**config.mk**
```make
export PLATFORM = sky130hd
export DESIGN_NAME = enc_loop_sequencer
export DESIGN_NICKNAME = d
export VERILOG_FILES = /design/src/rtl/enc_loop_sequencer_pkg.sv /design/src/rtl/enc_beat_counter.sv /design/src/rtl/enc_loop_sequencer.sv
export SDC_FILE = /design/constraint.sdc
export NUM_CORES = 1
export LEC_CHECK = 0
export ABC_CLOCK_PERIOD_IN_PS = 2100
export BUFFER_PORTS_ARGS = -buffer_cell sky130_fd_sc_hd__buf_2
export CAP_MARGIN = 10
export CORE_ASPECT_RATIO = 2
export CORE_MARGIN = 8
export CORE_UTILIZATION = 42
export DETAILED_ROUTE_END_ITERATION = 10
export HOLD_SLACK_MARGIN = 0.12
export PLACE_DENSITY = 0.88
export SLEW_MARGIN = 20
export SYNTH_ARGS = -nofsm -noshare
export SYNTH_HDL_FRONTEND = slang
export SYNTH_SLANG_ARGS = --single-unit
```
**constraint.sdc**
```tcl
create_clock -name iClock -period 2.1 [get_ports iClock]
set_input_delay 0.105 -clock iClock [delete_from_list [all_inputs] [get_ports iClock]]
set_output_delay 0.105 -clock iClock [all_outputs]
set_load 0.02 [all_outputs]
```
**src/rtl/enc_loop_sequencer_pkg.sv**
```systemverilog
// Shared definitions for the encode loop sequencer: FSM state encoding,
// command type constants and a small sizing helper.
package enc_loop_sequencer_pkg;

  // One-hot sequencer states
  typedef enum logic [4:0] {
    S_IDLE    = 5'b00001,
    S_DATA    = 5'b00010,
    S_PARITY  = 5'b00100,
    S_LOOPEND = 5'b01000,
    S_DONE    = 5'b10000
  } seqState_t;

  localparam logic [1:0] CMD_ENCODE      = 2'b01;
  localparam logic [1:0] CMD_PARITY_ONLY = 2'b10;

  function automatic int maxInt(input int a, input int b);
    return (a > b) ? a : b;
  endfunction

endpackage

```
**src/rtl/enc_beat_counter.sv**
```systemverilog
// Beat counter with synchronous clear, count enable and a terminal-count
// compare. The count itself stays internal; only the compare leaves.
module enc_beat_counter #(
  parameter int Width = 9
) (
  input  logic             iClock,
  input  logic             iReset,
  input  logic             iClear,
  input  logic             iEnable,
  input  logic [Width-1:0] iTerminal,
  output logic             oAtTerminal
);

  logic [Width-1:0] count;

  // Clear has priority so a terminal beat that also changes state restarts at 0
  always_ff @(posedge iClock) begin
    if (iReset || iClear) count <= '0;
    else if (iEnable)     count <= count + Width'(1);
  end

  assign oAtTerminal = (count == iTerminal);

endmodule

```
**src/rtl/enc_loop_sequencer.sv**
```systemverilog
// Encode loop sequencer: steers the source stream and then the encoder
// parity stream onto the converter-side stream, twice per command, and
// reports completion. Datapath is pure muxing; no beat is stored.
module enc_loop_sequencer
  import enc_loop_sequencer_pkg::*;
#(
  parameter int DataWidth   = 16,
  parameter int DataBeats   = 256,
  parameter int ParityBeats = 14
) (
  input  logic                 iClock,
  input  logic                 iReset,
  input  logic                 iCmdValid,
  output logic                 oCmdReady,
  input  logic [1:0]           iCmdType,
  output logic                 oCmdDone,
  output logic                 oCmdError,
  input  logic                 iSrcValid,
  input  logic [DataWidth-1:0] iSrcData,
  output logic                 oSrcReady,
  input  logic                 iParityValid,
  input  logic [DataWidth-1:0] iParityData,
  output logic                 oParityReady,
  output logic                 oConvValid,
  output logic [DataWidth-1:0] oConvData,
  output logic                 oConvDataLast,
  output logic                 oConvParityLast,
  input  logic                 iConvReady,
  output logic [1:0]           oCmdType,
  output logic                 oCurLoopCount
);

  localparam int CntWidth = $clog2(maxInt(DataBeats, ParityBeats) + 1);
  localparam logic [CntWidth-1:0] DataTerm   = CntWidth'(DataBeats - 1);
  localparam logic [CntWidth-1:0] ParityTerm = CntWidth'(ParityBeats - 1);

  seqState_t           state, nextState;
  logic [1:0]          cmdType;
  logic                loopCount;
  logic                errFlag;
  logic                convXfer;
  logic                cntClear;
  logic                atTerm;
  logic [CntWidth-1:0] terminal;

  // State register
  always_ff @(posedge iClock) begin
    if (iReset) state <= S_IDLE;
    else        state <= nextState;
  end

  // Next state and stream steering; all handshakes held low while in reset
  always_comb begin
    nextState       = state;
    oCmdReady       = 1'b0;
    oSrcReady       = 1'b0;
    oParityReady    = 1'b0;
    oConvValid      = 1'b0;
    oConvData       = '0;
    oConvDataLast   = 1'b0;
    oConvParityLast = 1'b0;
    oCmdDone        = 1'b0;
    oCmdError       = 1'b0;
    terminal        = DataTerm;
    if (!iReset) begin
      unique case (state)
        S_IDLE: begin
          oCmdReady = 1'b1;
          if (iCmdValid) begin
            case (iCmdType)
              CMD_ENCODE:      nextState = S_DATA;
              CMD_PARITY_ONLY: nextState = S_PARITY;
              default:         nextState = S_DONE;
            endcase
          end
        end
        S_DATA: begin
          terminal      = DataTerm;
          oConvValid    = iSrcValid;
          oConvData     = iSrcData;
          oSrcReady     = iConvReady;
          oConvDataLast = iSrcValid & atTerm;
          if (iSrcValid && iConvReady && atTerm) nextState = S_PARITY;
        end
        S_PARITY: begin
          terminal        = ParityTerm;
          oConvValid      = iParityValid;
          oConvData       = iParityData;
          oParityReady    = iConvReady;
          oConvParityLast = iParityValid & atTerm;
          if (iParityValid && iConvReady && atTerm) nextState = S_LOOPEND;
        end
        S_LOOPEND: begin
          if (!loopCount) nextState = (cmdType == CMD_PARITY_ONLY) ? S_PARITY : S_DATA;
          else            nextState = S_DONE;
        end
        S_DONE: begin
          oCmdDone  = 1'b1;
          oCmdError = errFlag;
          nextState = S_IDLE;
        end
        default: nextState = S_IDLE;
      endcase
    end
  end

  assign convXfer = oConvValid & iConvReady;
  assign cntClear = (nextState != state);

  enc_beat_counter #(.Width(CntWidth)) uBeatCnt (
    .iClock      (iClock),
    .iReset      (iReset),
    .iClear      (cntClear),
    .iEnable     (convXfer),
    .iTerminal   (terminal),
    .oAtTerminal (atTerm)
  );

  // Command bookkeeping: latched type, loop index and error flag
  always_ff @(posedge iClock) begin
    if (iReset) begin
      cmdType   <= 2'b00;
      loopCount <= 1'b0;
      errFlag   <= 1'b0;
    end else begin
      if (state == S_IDLE && iCmdValid) begin
        cmdType <= iCmdType;
        errFlag <= !(iCmdType == CMD_ENCODE || iCmdType == CMD_PARITY_ONLY);
      end
      if (state == S_LOOPEND && !loopCount) loopCount <= 1'b1;
      if (state == S_DONE) begin
        loopCount <= 1'b0;
        errFlag   <= 1'b0;
      end
    end
  end

  assign oCmdType      = cmdType;
  assign oCurLoopCount = loopCount;

endmodule

```
==> results.toml <==
[power_and_ir_drop]
intPower_mw = 0.629
power.share.combinational_pct = 27.1
power.net_switching_mw = 0.264
p_seq_share_pct = 40.9
clock_power_share_pct = 32.1
p_sw_share_pct = 29.6
leakagePower_nw = 0.921
pwr_density_cell_nw_per_um2 = 441
vdd_drop_max_mv = 0.380

[global_routing]
grt_max_degree = 17
grt_overflow = 0
global_route_wire_length_before_repair_mm = 7.76
grt_pass1_vias = 1689
grt_antenna_before_repair = 0
global_route.usage.total_pct = 16.3

[timing]
endpoints_failing_setup = 0
maxSlewViolCount = 0
share_of_the_clock_period_used_by_the_worst_path_after_layout_pct = 98.5
min_clock_period_post_route_ns = 2.07
pin_slew_with_the_least_headroom_to_its_limit_ns = 0.492
fmaxAchievable_mhz = 484
hold_ws_ns = 0.127
fin_skew_ns = 0.00164
final-hold-violation-count = 0
setup_slack_ns = 0.0318
maxSlewHeadroom_pct = 66.9

[cts]
clock_tree.htree_level_count = 1
clockBufferDepth = 2
clock_latency_ns = 0.26
clock_sinks = 18
register_clock_pin_slew_on_the_reported_worst_setup_and_hold_paths_ns = 0.07
tritoncts = "done"
cts-buffers-inserted = 3
hold_fix_buffers_cts = 0
clk_root_buffer_cell = "sky130_fd_sc_hd__clkbuf_8"

[finish]
antenna_cells = 0
filler_cell_count = 276
postLayoutCellArea_um2 = 2020
layout.nets = 294
flow.area_growth_from_synthesis_pct = 42.2
layout-drive-gt1-share_pct = 46.8

[placement]
gpl.final_weighted_congestion = 0.913
place.detailed.hpwl_mm = 3.68
detailedPlace.worstSlack_ns = -0.0130
port_buffers = 66
placement.cell_area_um2 = 1850

[yosys]
yosys.area.top_type_share_pct = 25.3
synth_nets = 215
synth_ff_type = "sky130_fd_sc_hd__dfxtp_1"
synth.area.top_cells = "sky130_fd_sc_hd__dfxtp_1 25%, sky130_fd_sc_hd__a22o_1 9.9%, sky130_fd_sc_hd__nor4_1 7.0%"
post_synth.cell_area_avg_um2 = 8.27
ys_ff_latch = 18
synth_edf_count = 0
yosysUniqueCellTypes = 47
synth_top_cell_by_area = "sky130_fd_sc_hd__dfxtp_1"
synthArstFlopShare_pct = 0
syn-instance-count = 172
yosys_warnings = 0
post_synth_instance_area_um2 = 1420
synth_sequential_area_ratio_pct = 25.3

[setup_path]
start_kind = "flip-flop"
cp.required_ns = 2.26
path_max_fanout = 5
end_kind = "flip-flop"
reg2reg_setup_slack_ns = 0.03
arrival_time_reported_for_the_critical_path_endpoint_ns = 2.23
path_class = "reg2reg"

[outcome]
run_status = "finished, final reports clean"

[floorplan]
core_area_um2 = 3300
start_util_pct = 43.1
fp.dieW_um = 57.2
die-height_um = 98.3
design.portCount = 67
die-area_um2 = 5620
core_rows = 30

[drt]
antenna_left = 0
detailedRoute.firstIterationViolations = 65
avgViaCountPerCell = 6.16
vias = 1736
routed_wl_mm = 4.96
firstDrtPassIters = 4
wl_per_cell_um = 17.6
detail_route.drc_violations = 0

[hold_path]
min-delay-path-class = "in2reg"

[job]
cap_violations = 0
[timing repair]
item | 4_1_cts | 5_1_grt
setup endpoints to repair | 25 | 28
pin swaps | 1 | 7
gates cloned | 1 | 0
setup buffers | 0 | 1
resized for setup | 6 | 13
[layer usage]
metal / vias to the layer above / global-route usage [%] / share of wire [%]
met3: 19 / 7.92 / 12
li1: 826 / - / -
met5: - / 0 / 0
met4: 0 / 8.00 / 3.6
met1: 789 / 17.5 / 39
met2: 102 / 25.8 / 45
[cell families (layout without fill, tap and decap cells)]
group	count (synthesis)	after routing	share of synthesized area (%)
XOR/XNOR	9	9	5.54
multiplexers	4	4	2.81
flip-flops	18	18	25.3
AO/OA/AOI/OAI	37	38	21.6
AND/OR/NAND/NOR	82	82	35.0
buffers and inverters	19	96	7.04
adder cells (fa/ha/maj)	3	3	2.64
[worst max-delay path, cell delays in order, from the launching register on]
cell and delay (ns):
sky130_fd_sc_hd__dfxtp_2 0.35, sky130_fd_sc_hd__or4_4 0.52, sky130_fd_sc_hd__or4_4 0.46, sky130_fd_sc_hd__o2111ai_4 0.16
sky130_fd_sc_hd__a311oi_4 0.20, sky130_fd_sc_hd__nor4_1 0.28
[cells in the final DEF (no fill, tap or decap), types with 4 or more instances in the layout]
| cell type | netlist | routed |
|---|---|---|
| sky130_fd_sc_hd__xnor2_1 | 5 | 5 |
| sky130_fd_sc_hd__and2_1 | 5 | 5 |
| sky130_fd_sc_hd__nor3_1 | 11 | 9 |
| sky130_fd_sc_hd__nor4_2 | 0 | 4 |
| sky130_fd_sc_hd__o21ai_0 | 6 | 6 |
| sky130_fd_sc_hd__buf_2 | 4 | 66 |
| sky130_fd_sc_hd__dfxtp_1 | 18 | 14 |
| sky130_fd_sc_hd__dfxtp_2 | 0 | 4 |
| sky130_fd_sc_hd__and3_1 | 4 | 4 |
| sky130_fd_sc_hd__nand2_1 | 7 | 7 |
| sky130_fd_sc_hd__xor2_1 | 4 | 4 |
| sky130_fd_sc_hd__nand3_1 | 5 | 4 |
| sky130_fd_sc_hd__clkbuf_8 | 2 | 4 |
| sky130_fd_sc_hd__mux2i_1 | 4 | 4 |
| sky130_fd_sc_hd__nor4_1 | 16 | 12 |
| sky130_fd_sc_hd__nor2_1 | 10 | 10 |
| sky130_fd_sc_hd__buf_4 | 1 | 17 |
| sky130_fd_sc_hd__a22o_1 | 16 | 16 |
| sky130_fd_sc_hd__inv_1 | 9 | 9 |
[state kept, by name, indices dropped and copies added (netlist names)]
name,count
oCmdType,2
oCurLoopCount,1
uBeatCnt.count,9
errFlag,1
state,5
[cell usage after synthesis (2+ instances only)]
cell and number:
sky130_fd_sc_hd__or4_4 2, sky130_fd_sc_hd__mux2i_1 4, sky130_fd_sc_hd__nor3_1 11, sky130_fd_sc_hd__a32oi_1 2, sky130_fd_sc_hd__xnor2_1 5, sky130_fd_sc_hd__a31oi_1 2, sky130_fd_sc_hd__nand4_1 3, sky130_fd_sc_hd__and3_1 4
sky130_fd_sc_hd__and2_1 5, sky130_fd_sc_hd__nand2_1 7, sky130_fd_sc_hd__nor2_1 10, sky130_fd_sc_hd__ha_1 3, sky130_fd_sc_hd__a22o_1 16, sky130_fd_sc_hd__nand3_1 5, sky130_fd_sc_hd__or3_1 2, sky130_fd_sc_hd__nor4_1 16
sky130_fd_sc_hd__dfxtp_1 18, sky130_fd_sc_hd__inv_1 9, sky130_fd_sc_hd__clkbuf_1 2, sky130_fd_sc_hd__xor2_1 4, sky130_fd_sc_hd__nor3b_1 3, sky130_fd_sc_hd__a211oi_1 2, sky130_fd_sc_hd__o22ai_1 2, sky130_fd_sc_hd__buf_2 4
sky130_fd_sc_hd__clkbuf_8 2, sky130_fd_sc_hd__a21oi_1 2, sky130_fd_sc_hd__and4_1 2, sky130_fd_sc_hd__o21ai_0 6
[cell type report]
type / count / area [µm²] / share of cell area (%)
Clock buffer: 4 / 55.1 / 2.72
Multi-Input combinational cell: 136 / 1070 / 52.9
Tap cell: 32 / 40.0 / 1.98
Inverter: 9 / 33.8 / 1.67
Sequential cell: 18 / 365 / 18.1
Timing Repair Buffer: 83 / 458 / 22.6
[stage by stage]
stage	power [mW]	TNS, ns	instances	utilization [%]
CTS	0.870	-0.000658	281	59.1
floorplan	0.489	0	172	-
detailed placement	0.582	-0.0210	276	56.1
finish	0.893	0	282	61.3
global route	0.931	-0.0424	282	61.3
global placement	0.574	0	276	56.1
[power by group through the flow]
stage,clock network (mW),registers (mW),logic (mW)
6_report,0.286,0.365,0.242
2_1_floorplan,0,0.372,0.117
3_5_place_dp,0,0.370,0.212
5_1_grt,0.306,0.366,0.259
4_1_cts,0.288,0.363,0.219
3_3_place_gp,0,0.369,0.206
[path summary, 6_finish.rpt]
path | from | endpoint | cells after the start
setup / recovery | state[1] | uBeatCnt.count[3] | 5
setup reg to reg | state[1] | uBeatCnt.count[3] | 5
hold / removal | iCmdType[0] | oCmdType[0] | 3
hold reg to reg | oCmdType[1] | oCmdType[1] | 2
Note: power is estimated with default switching activity, not from simulation.
